`src/rtl/vga_game_pkg.sv`:
```
// Shared definitions for the VGA game blocks.
// Contents:
//   DEF_SCREEN_H / DEF_PADDLE_H / DEF_Y_W : default geometry of the playfield
//   dir_t                                 : paddle motion direction
//   centre_y()                            : top line of a vertically centred paddle
//   PADDLE_Y_RST                          : centred paddle position for the default geometry
package vga_game_pkg;

    localparam int unsigned DEF_SCREEN_H = 480;
    localparam int unsigned DEF_PADDLE_H = 64;
    localparam int unsigned DEF_Y_W      = 10;

    typedef enum logic [1:0] {
        DIR_NONE = 2'd0,
        DIR_UP   = 2'd1,
        DIR_DOWN = 2'd2
    } dir_t;

    function automatic int unsigned centre_y(input int unsigned screen_h,
                                             input int unsigned paddle_h);
        return (screen_h - paddle_h) / 2;
    endfunction

    localparam int unsigned PADDLE_Y_RST = centre_y(DEF_SCREEN_H, DEF_PADDLE_H);

endpackage

```
`src/rtl/paddle_controller_if.sv`:
```
// Player-side bundle of one paddle controller.
// Signals:
//   frame_tick : 1-cycle pulse per frame from the sync generator
//   but_up     : raw asynchronous up button (active high)
//   but_down   : raw asynchronous down button (active high)
//   up_db      : debounced up level
//   down_db    : debounced down level
//   paddle_y   : top line of the paddle
// Modports:
//   master : drives tick and buttons, observes the paddle (game top / bench)
//   slave  : the paddle controller itself
interface paddle_controller_if #(
    parameter int unsigned Y_W = 10
) ();

    logic           frame_tick;
    logic           but_up;
    logic           but_down;
    logic           up_db;
    logic           down_db;
    logic [Y_W-1:0] paddle_y;

    modport master (
        output frame_tick,
        output but_up,
        output but_down,
        input  up_db,
        input  down_db,
        input  paddle_y
    );

    modport slave (
        input  frame_tick,
        input  but_up,
        input  but_down,
        output up_db,
        output down_db,
        output paddle_y
    );

endinterface

```
`src/rtl/paddle_controller_button_debouncer.sv`:
```
// Button conditioner: 2-flop synchroniser followed by a stability counter.
// The debounced level only follows the synchronised level after it has
// differed from it for DEBOUNCE_CYCLES consecutive cycles.
// Ports:
//   clk   : clock
//   rst   : synchronous active-high reset
//   i_btn : raw asynchronous button level
//   o_db  : debounced level
module button_debouncer #(
    parameter int unsigned DEBOUNCE_CYCLES = 250000
) (
    input  logic clk,
    input  logic rst,
    input  logic i_btn,
    output logic o_db
);

    localparam int unsigned CntW = (DEBOUNCE_CYCLES > 1) ? $clog2(DEBOUNCE_CYCLES) : 1;
    localparam logic [CntW-1:0] CntMax = CntW'(DEBOUNCE_CYCLES - 1);

    logic            r_sync1;
    logic            r_sync2;
    logic            r_db;
    logic [CntW-1:0] r_cnt;
    logic [CntW-1:0] w_cnt_d;
    logic            w_db_d;

    always_ff @(posedge clk) begin
        if (rst) begin
            r_sync1 <= 1'b0;
            r_sync2 <= 1'b0;
            r_db    <= 1'b0;
            r_cnt   <= '0;
        end else begin
            r_sync1 <= i_btn;
            r_sync2 <= r_sync1;
            r_db    <= w_db_d;
            r_cnt   <= w_cnt_d;
        end
    end

    // Any cycle where the synced level agrees with the output restarts the count,
    // so only an unbroken run of disagreement can flip the output.
    always_comb begin
        w_cnt_d = r_cnt;
        w_db_d  = r_db;
        if (r_sync2 == r_db) begin
            w_cnt_d = '0;
        end else if (r_cnt == CntMax) begin
            w_cnt_d = '0;
            w_db_d  = ~r_db;
        end else begin
            w_cnt_d = r_cnt + 1'b1;
        end
    end

    assign o_db = r_db;

endmodule

```
`src/rtl/paddle_controller.sv`:
```
// One player's paddle: debounces the up/down buttons and moves the paddle
// once per frame, clamped to [0, SCREEN_H-PADDLE_H].
// Optional feature macro: PADDLE_ACCEL_EN -- when defined, the step grows by 1
// after every ACCEL_FRAMES consecutive ticks in the same direction (capped at
// MAX_STEP); otherwise the step is the constant STEP.
// Ports:
//   clk : pixel clock
//   rst : synchronous active-high reset
//   bus : slave side of paddle_controller_if
//         (frame_tick, but_up, but_down in; up_db, down_db, paddle_y out)
module paddle_controller
    import vga_game_pkg::*;
#(
    parameter int unsigned DEBOUNCE_CYCLES = 250000,
    parameter int unsigned SCREEN_H        = DEF_SCREEN_H,
    parameter int unsigned PADDLE_H        = DEF_PADDLE_H,
    parameter int unsigned STEP            = 4,
    parameter int unsigned MAX_STEP        = 12,
    parameter int unsigned ACCEL_FRAMES    = 8,
    parameter int unsigned Y_W             = DEF_Y_W
) (
    input logic                clk,
    input logic                rst,
    paddle_controller_if.slave bus
);

    localparam int unsigned YMax = SCREEN_H - PADDLE_H;
    localparam int unsigned YRst = centre_y(SCREEN_H, PADDLE_H);
    // One spare bit so y+step and the y<step compare cannot wrap.
    localparam int unsigned AW   = Y_W + 1;

    if (ACCEL_FRAMES == 0 || MAX_STEP < STEP || PADDLE_H > SCREEN_H) begin : g_cfg_check
        $error("paddle_controller: inconsistent parameter set");
    end

    logic           w_up_db;
    logic           w_down_db;
    dir_t           w_dir;
    logic [AW-1:0]  w_step;
    logic [AW-1:0]  w_y_ext;
    logic [AW-1:0]  w_sum;
    logic [Y_W-1:0] r_y;
    logic [Y_W-1:0] w_y_d;

    button_debouncer #(
        .DEBOUNCE_CYCLES (DEBOUNCE_CYCLES)
    ) u_db_up (
        .clk   (clk),
        .rst   (rst),
        .i_btn (bus.but_up),
        .o_db  (w_up_db)
    );

    button_debouncer #(
        .DEBOUNCE_CYCLES (DEBOUNCE_CYCLES)
    ) u_db_down (
        .clk   (clk),
        .rst   (rst),
        .i_btn (bus.but_down),
        .o_db  (w_down_db)
    );

    // Both held cancels out.
    always_comb begin
        w_dir = DIR_NONE;
        if (w_up_db && !w_down_db) begin
            w_dir = DIR_UP;
        end else if (w_down_db && !w_up_db) begin
            w_dir = DIR_DOWN;
        end
    end

`ifdef PADDLE_ACCEL_EN
    localparam int unsigned HW = $clog2(ACCEL_FRAMES + 1);

    dir_t          r_last_dir;
    dir_t          w_last_dir_d;
    logic [AW-1:0] r_step;
    logic [AW-1:0] w_step_d;
    logic [HW-1:0] r_hold;
    logic [HW-1:0] w_hold_d;
    logic [HW-1:0] w_hold_base;
    logic [HW-1:0] w_hold_inc;
    logic          w_new_run;

    always_ff @(posedge clk) begin
        if (rst) begin
            r_last_dir <= DIR_NONE;
            r_step     <= AW'(STEP);
            r_hold     <= '0;
        end else begin
            r_last_dir <= w_last_dir_d;
            r_step     <= w_step_d;
            r_hold     <= w_hold_d;
        end
    end

    // A tick that starts a new run (idle or direction change) moves by STEP;
    // r_step/r_hold describe the run as of the previous tick.
    always_comb begin
        w_new_run    = (w_dir == DIR_NONE) || (w_dir != r_last_dir);
        w_step       = w_new_run ? AW'(STEP) : r_step;
        w_hold_base  = w_new_run ? '0 : r_hold;
        w_hold_inc   = w_hold_base + 1'b1;
        w_last_dir_d = r_last_dir;
        w_step_d     = r_step;
        w_hold_d     = r_hold;
        if (bus.frame_tick) begin
            w_last_dir_d = w_dir;
            if (w_dir == DIR_NONE) begin
                w_step_d = AW'(STEP);
                w_hold_d = '0;
            end else if (w_hold_inc >= HW'(ACCEL_FRAMES)) begin
                w_hold_d = '0;
                w_step_d = (w_step < AW'(MAX_STEP)) ? w_step + 1'b1 : w_step;
            end else begin
                w_hold_d = w_hold_inc;
                w_step_d = w_step;
            end
        end
    end
`else
    assign w_step = AW'(STEP);
`endif

    always_comb begin
        w_y_ext = {1'b0, r_y};
        w_sum   = w_y_ext + w_step;
        w_y_d   = r_y;
        if (bus.frame_tick) begin
            unique case (w_dir)
                DIR_UP:   w_y_d = (w_y_ext < w_step) ? '0 : Y_W'(w_y_ext - w_step);
                DIR_DOWN: w_y_d = (w_sum > AW'(YMax)) ? Y_W'(YMax) : Y_W'(w_sum);
                default:  w_y_d = r_y;
            endcase
        end
    end

    always_ff @(posedge clk) begin
        if (rst) begin
            r_y <= Y_W'(YRst);
        end else begin
            r_y <= w_y_d;
        end
    end

    assign bus.up_db    = w_up_db;
    assign bus.down_db  = w_down_db;
    assign bus.paddle_y = r_y;

endmodule

```
`src/flat_wrapper.sv`:
```
// flat-port wrapper written by rule: the top's interface ports become plain ports
module paddle_controller_flat import vga_game_pkg::*;
#(
    parameter int unsigned DEBOUNCE_CYCLES = 250000,
    parameter int unsigned SCREEN_H        = DEF_SCREEN_H,
    parameter int unsigned PADDLE_H        = DEF_PADDLE_H,
    parameter int unsigned STEP            = 4,
    parameter int unsigned MAX_STEP        = 12,
    parameter int unsigned ACCEL_FRAMES    = 8,
    parameter int unsigned Y_W             = DEF_Y_W
)
  (clk, rst, bus_frame_tick, bus_but_up, bus_but_down, bus_up_db, bus_down_db, bus_paddle_y);
  paddle_controller_if #(.Y_W(Y_W)) bus_i ();
  input logic clk;
  input logic rst;
  input wire logic [$bits(bus_i.frame_tick)-1:0] bus_frame_tick;
  input wire logic [$bits(bus_i.but_up)-1:0] bus_but_up;
  input wire logic [$bits(bus_i.but_down)-1:0] bus_but_down;
  output wire logic [$bits(bus_i.up_db)-1:0] bus_up_db;
  output wire logic [$bits(bus_i.down_db)-1:0] bus_down_db;
  output wire logic [$bits(bus_i.paddle_y)-1:0] bus_paddle_y;
  assign bus_i.frame_tick = bus_frame_tick;
  assign bus_i.but_up = bus_but_up;
  assign bus_i.but_down = bus_but_down;
  assign bus_up_db = bus_i.up_db;
  assign bus_down_db = bus_i.down_db;
  assign bus_paddle_y = bus_i.paddle_y;
  paddle_controller #(.DEBOUNCE_CYCLES(DEBOUNCE_CYCLES), .SCREEN_H(SCREEN_H), .PADDLE_H(PADDLE_H), .STEP(STEP), .MAX_STEP(MAX_STEP), .ACCEL_FRAMES(ACCEL_FRAMES), .Y_W(Y_W)) u_core (.clk(clk), .rst(rst), .bus(bus_i));
endmodule
```
`config.mk`:
```
export PLATFORM = sky130hd
export DESIGN_NAME = paddle_controller_flat
export DESIGN_NICKNAME = d
export VERILOG_FILES = /design/src/rtl/vga_game_pkg.sv /design/src/rtl/paddle_controller_if.sv /design/src/rtl/paddle_controller_button_debouncer.sv /design/src/rtl/paddle_controller.sv /design/src/flat_wrapper.sv
export SDC_FILE = /design/constraint.sdc
export NUM_CORES = 1
export LEC_CHECK = 0
export ABC_CLOCK_PERIOD_IN_PS = 3600
export BUFFER_PORTS_ARGS = -buffer_cell sky130_fd_sc_hd__buf_4
export CORE_MARGIN = 2
export CORE_UTILIZATION = 60
export DETAILED_ROUTE_END_ITERATION = 12
export GPL_TIMING_DRIVEN = 0
export HOLD_SLACK_MARGIN = 0.05
export PLACE_DENSITY = 0.79
export SLEW_MARGIN = 30
export SYNTH_ARGS = -nofsm -noshare
export SYNTH_HDL_FRONTEND = slang
export SYNTH_SLANG_ARGS = --single-unit
```
`constraint.sdc`:
```
create_clock -name clk -period 3.6 [get_ports clk]
set_input_delay 0.9 -clock clk [delete_from_list [all_inputs] [get_ports clk]]
set_output_delay 0.9 -clock clk [all_outputs]
set_load 0.01 [all_outputs]
```
==> results_dict.tcl <==
set metrics [dict create \
    grt_pass1_vias 2038 \
    start_util_pct 62.9 \
    dieWidth_um 69.2 \
    port-buffer-count 14 \
    track_usage_pct 22.8 \
    crit_path_top_delay_cell "dfxtp_1" \
    die_h_um 69.2 \
    final_common_cell "nor2_1" \
    worstSetupEndpointType "flop" \
    cts_setup_buffers 0 \
    dr.pass1.iters 4 \
    syn_area_per_cell_um2 8.62 \
    dp_cells 361 \
    start_kind "flop" \
    insertion_delay_ps 310 \
    vias 2116 \
    setup_viol_count_final 0 \
    synth.yosys.warnings 0 \
    dpl_cell_area_um2 2720 \
    syn-cell-area_um2 2550 \
    cap_viol_max_count 0 \
    min_period_ps 2290 \
    worst_pin_slew_ps 491 \
    cts.clk_slew.worst_paths_ps 90 \
    reg2reg_to "u_core.bus.paddle_y[4]" \
    crit_chain "ha_1 > nand4bb_1 > a21oi_1 > a2111oi_4 > nor3_1 > a221o_1" \
    cts_tree "done" \
    cts_hold_buf 0 \
    min_delay_worst_endpoint "u_core.u_db_down.r_sync2" \
    cp_data_arrival_time_ps 2490 \
    dp_hpwl_um 3700 \
    cts_max_path_buffers 2 \
    routedWlPerCell_um 14.0 \
    fin_skew_ps 3.58 \
    min_path_cells 1 \
    grt_start_max_net_pins 16 \
    synth_seq_cells 50 \
    rsz0062_at_grt "false" \
    reg2reg_from "u_core.bus.paddle_y[2]" \
    grt_pass1_wl_um 9030 \
    async_reset_ff_share_pct 0 \
    max_freq_mhz 436 \
    post_cts_resized 0 \
    min_path_type "reg -> reg" \
    cts-root-buf "clkbuf_8" \
    setup_ws_ps 1310 \
    slew_violations 0 \
    cts_buffers 5 \
    hold_slack_ps 446 \
    synthXorXnorAreaFrac_pct 12.4 \
    synth_top_family_by_area "simple AND/OR/NAND/NOR gates" \
    htreeDepth 2 \
    overflow 0 \
    yosys.area_share.simple_pct 28.2 \
    slew_headroom_pct 67.0 \
    status "finished, final reports clean" \
    syn_inst 296 \
    synth-compound-area-share_pct 11.8 \
    critPathMaxFanout 11 \
    p_leak_uw 0.000969 \
    hold_viol_final 0 \
    worst_ep_required_time_ps 3800 \
    pin_count 17 \
    post-route-drc-count 0 \
    hp-start "u_core.u_db_down.r_sync1" \
    ys_types 58 \
    drive_gt1_share_pct 11.9 \
    fin_crit_sh_pct 63.7 \
    gp_congestion 0.946 \
    netlist.area_leader.share_pct 39.2 \
    dieArea_um2 4790 \
    peakVddDrop_mv 0.310 \
    stdcell_area_um2 2810 \
    diodes 0 \
    yosysSeqAreaShare_pct 39.2 \
    synth_edf_count 0 \
    cts_sinks 50 \
    synth_flop_cell "dfxtp_1" \
    rr_worst_depth 6 \
    rows 23 \
    setup_tns_ps 0 \
    place_ws_ps 1370 \
    most-common-layout-cells "53 x nor2_1, 50 x dfxtp_1, 20 x buf_4" \
    power.density_nw_per_um2 326 \
    final_antenna_net_count 0 \
    core_area_um2 4060 \
    fillCellCount 322 \
    syn_to_final_growth_pct 10.1 \
    final_cells 369 \
    synth_area_leaders "dfxtp_1 39%, nor2_1 7.8%, xnor2_1 6.2%" \
    yosysTopAreaCell "dfxtp_1" \
    routed_via_density 5.73 \
    synthAdderAreaFrac_pct 2.45 \
    first_iter_violations 136 \
    antenna_found_initial 0 \
    wl_um 5170 \
    max_stage_delay_ps 590 \
    layout.nets 328 \
    synth_mux_area_share_pct 1.18 \
    crit_type "reg -> reg" \
    ff2ff_setup_slack_ps 1310 \
]
## metrics by stage
stage               utilization, %  power, uW
floorplan                        -        592
global placement              67.1        603
detailed placement            67.1        603
CTS                           69.2        921
global route                  69.2        944
finish                        69.2        916
## cell usage after synthesis, drive strengths merged, types with 3 or more instances
| library cell | number |
|---|---|
| nor2 | 53 |
| dfxtp | 50 |
| nand2 | 18 |
| xnor2 | 18 |
| xor2 | 18 |
| nand3 | 14 |
| buf | 10 |
| inv | 10 |
| and3 | 8 |
| nand4 | 8 |
| nor2b | 7 |
| clkbuf | 5 |
| ha | 5 |
| nor4 | 5 |
| o21ai | 5 |
| a31o | 4 |
| and2 | 4 |
| and4 | 4 |
| nor3 | 4 |
| a2111oi | 3 |
| a21oi | 3 |
| mux2i | 3 |
| nand2b | 3 |
## per-layer routing
layer | vias to the layer above | track usage, % | share of wire [%]
met5 | - | 0 | 0
met1 | 962 | 29.2 | 45
met3 | 11 | 4.80 | 6.4
met4 | 0 | 10.9 | 1.8
li1 | 1073 | - | -
met2 | 70 | 36.8 | 47
## sequential cells by signal, indices dropped and copies added (netlist names)
signal and cells:
u_core.u_db_down.r_sync2 1, u_core.u_db_up.r_cnt 18, u_core.u_db_down.r_cnt 18, u_core.u_db_up.r_sync2 1, u_core.u_db_up.o_db 1, u_core.u_db_down.o_db 1, u_core.bus.paddle_y 8, u_core.u_db_up.r_sync1 1
u_core.u_db_down.r_sync1 1
## worst max path at each step
stage,startpoint,to,depth (start not counted)
CTS,u_core.bus.paddle_y[2],u_core.bus.paddle_y[4],6
global placement,u_core.bus.paddle_y[2],u_core.bus.paddle_y[4],6
floorplan,u_core.bus.paddle_y[2],u_core.bus.paddle_y[4],6
detailed placement,u_core.bus.paddle_y[2],u_core.bus.paddle_y[4],6
global route,u_core.bus.paddle_y[2],u_core.bus.paddle_y[4],6
finish,u_core.bus.paddle_y[2],u_core.bus.paddle_y[4],6
## layout make-up
| class | count | area [um^2] | share of cell area (%) |
|---|---|---|---|
| sequential | 50 | 1000 | 35.6 |
| timing repair buffer | 14 | 105 | 3.74 |
| clock buffer | 6 | 72.6 | 2.58 |
| multi-input combinational | 222 | 1430 | 51.0 |
| clock inverter | 2 | 13.8 | 0.490 |
| inverter | 10 | 37.5 | 1.34 |
| buffer | 15 | 82.6 | 2.94 |
| tap | 50 | 62.6 | 2.23 |
## cells by family after synthesis
kind of cell    after synthesis
compound gates               37
flops                        50
simple gates                139
buf+inv                      25
other cells                   1
fa+ha+maj                     5
xor+xnor                     36
mux                           3
## worst max-delay path, delay by kind of cell, from the launching register on
kind	cells	cell delay, ps
compound gates	3	870
flops	1	590
fa+ha+maj	1	400
simple gates	2	330
## where the power goes
group	switching (uW)	total (uW)	internal, uW	leakage (uW)
Clock	189	326	137	0.0000452
Sequential	4.57	561	557	0.000404
Combinational	15.6	28.9	13.3	0.000520
Total	209	916	707	0.000969
No activity file was read; power rests on OpenSTA's default activity.
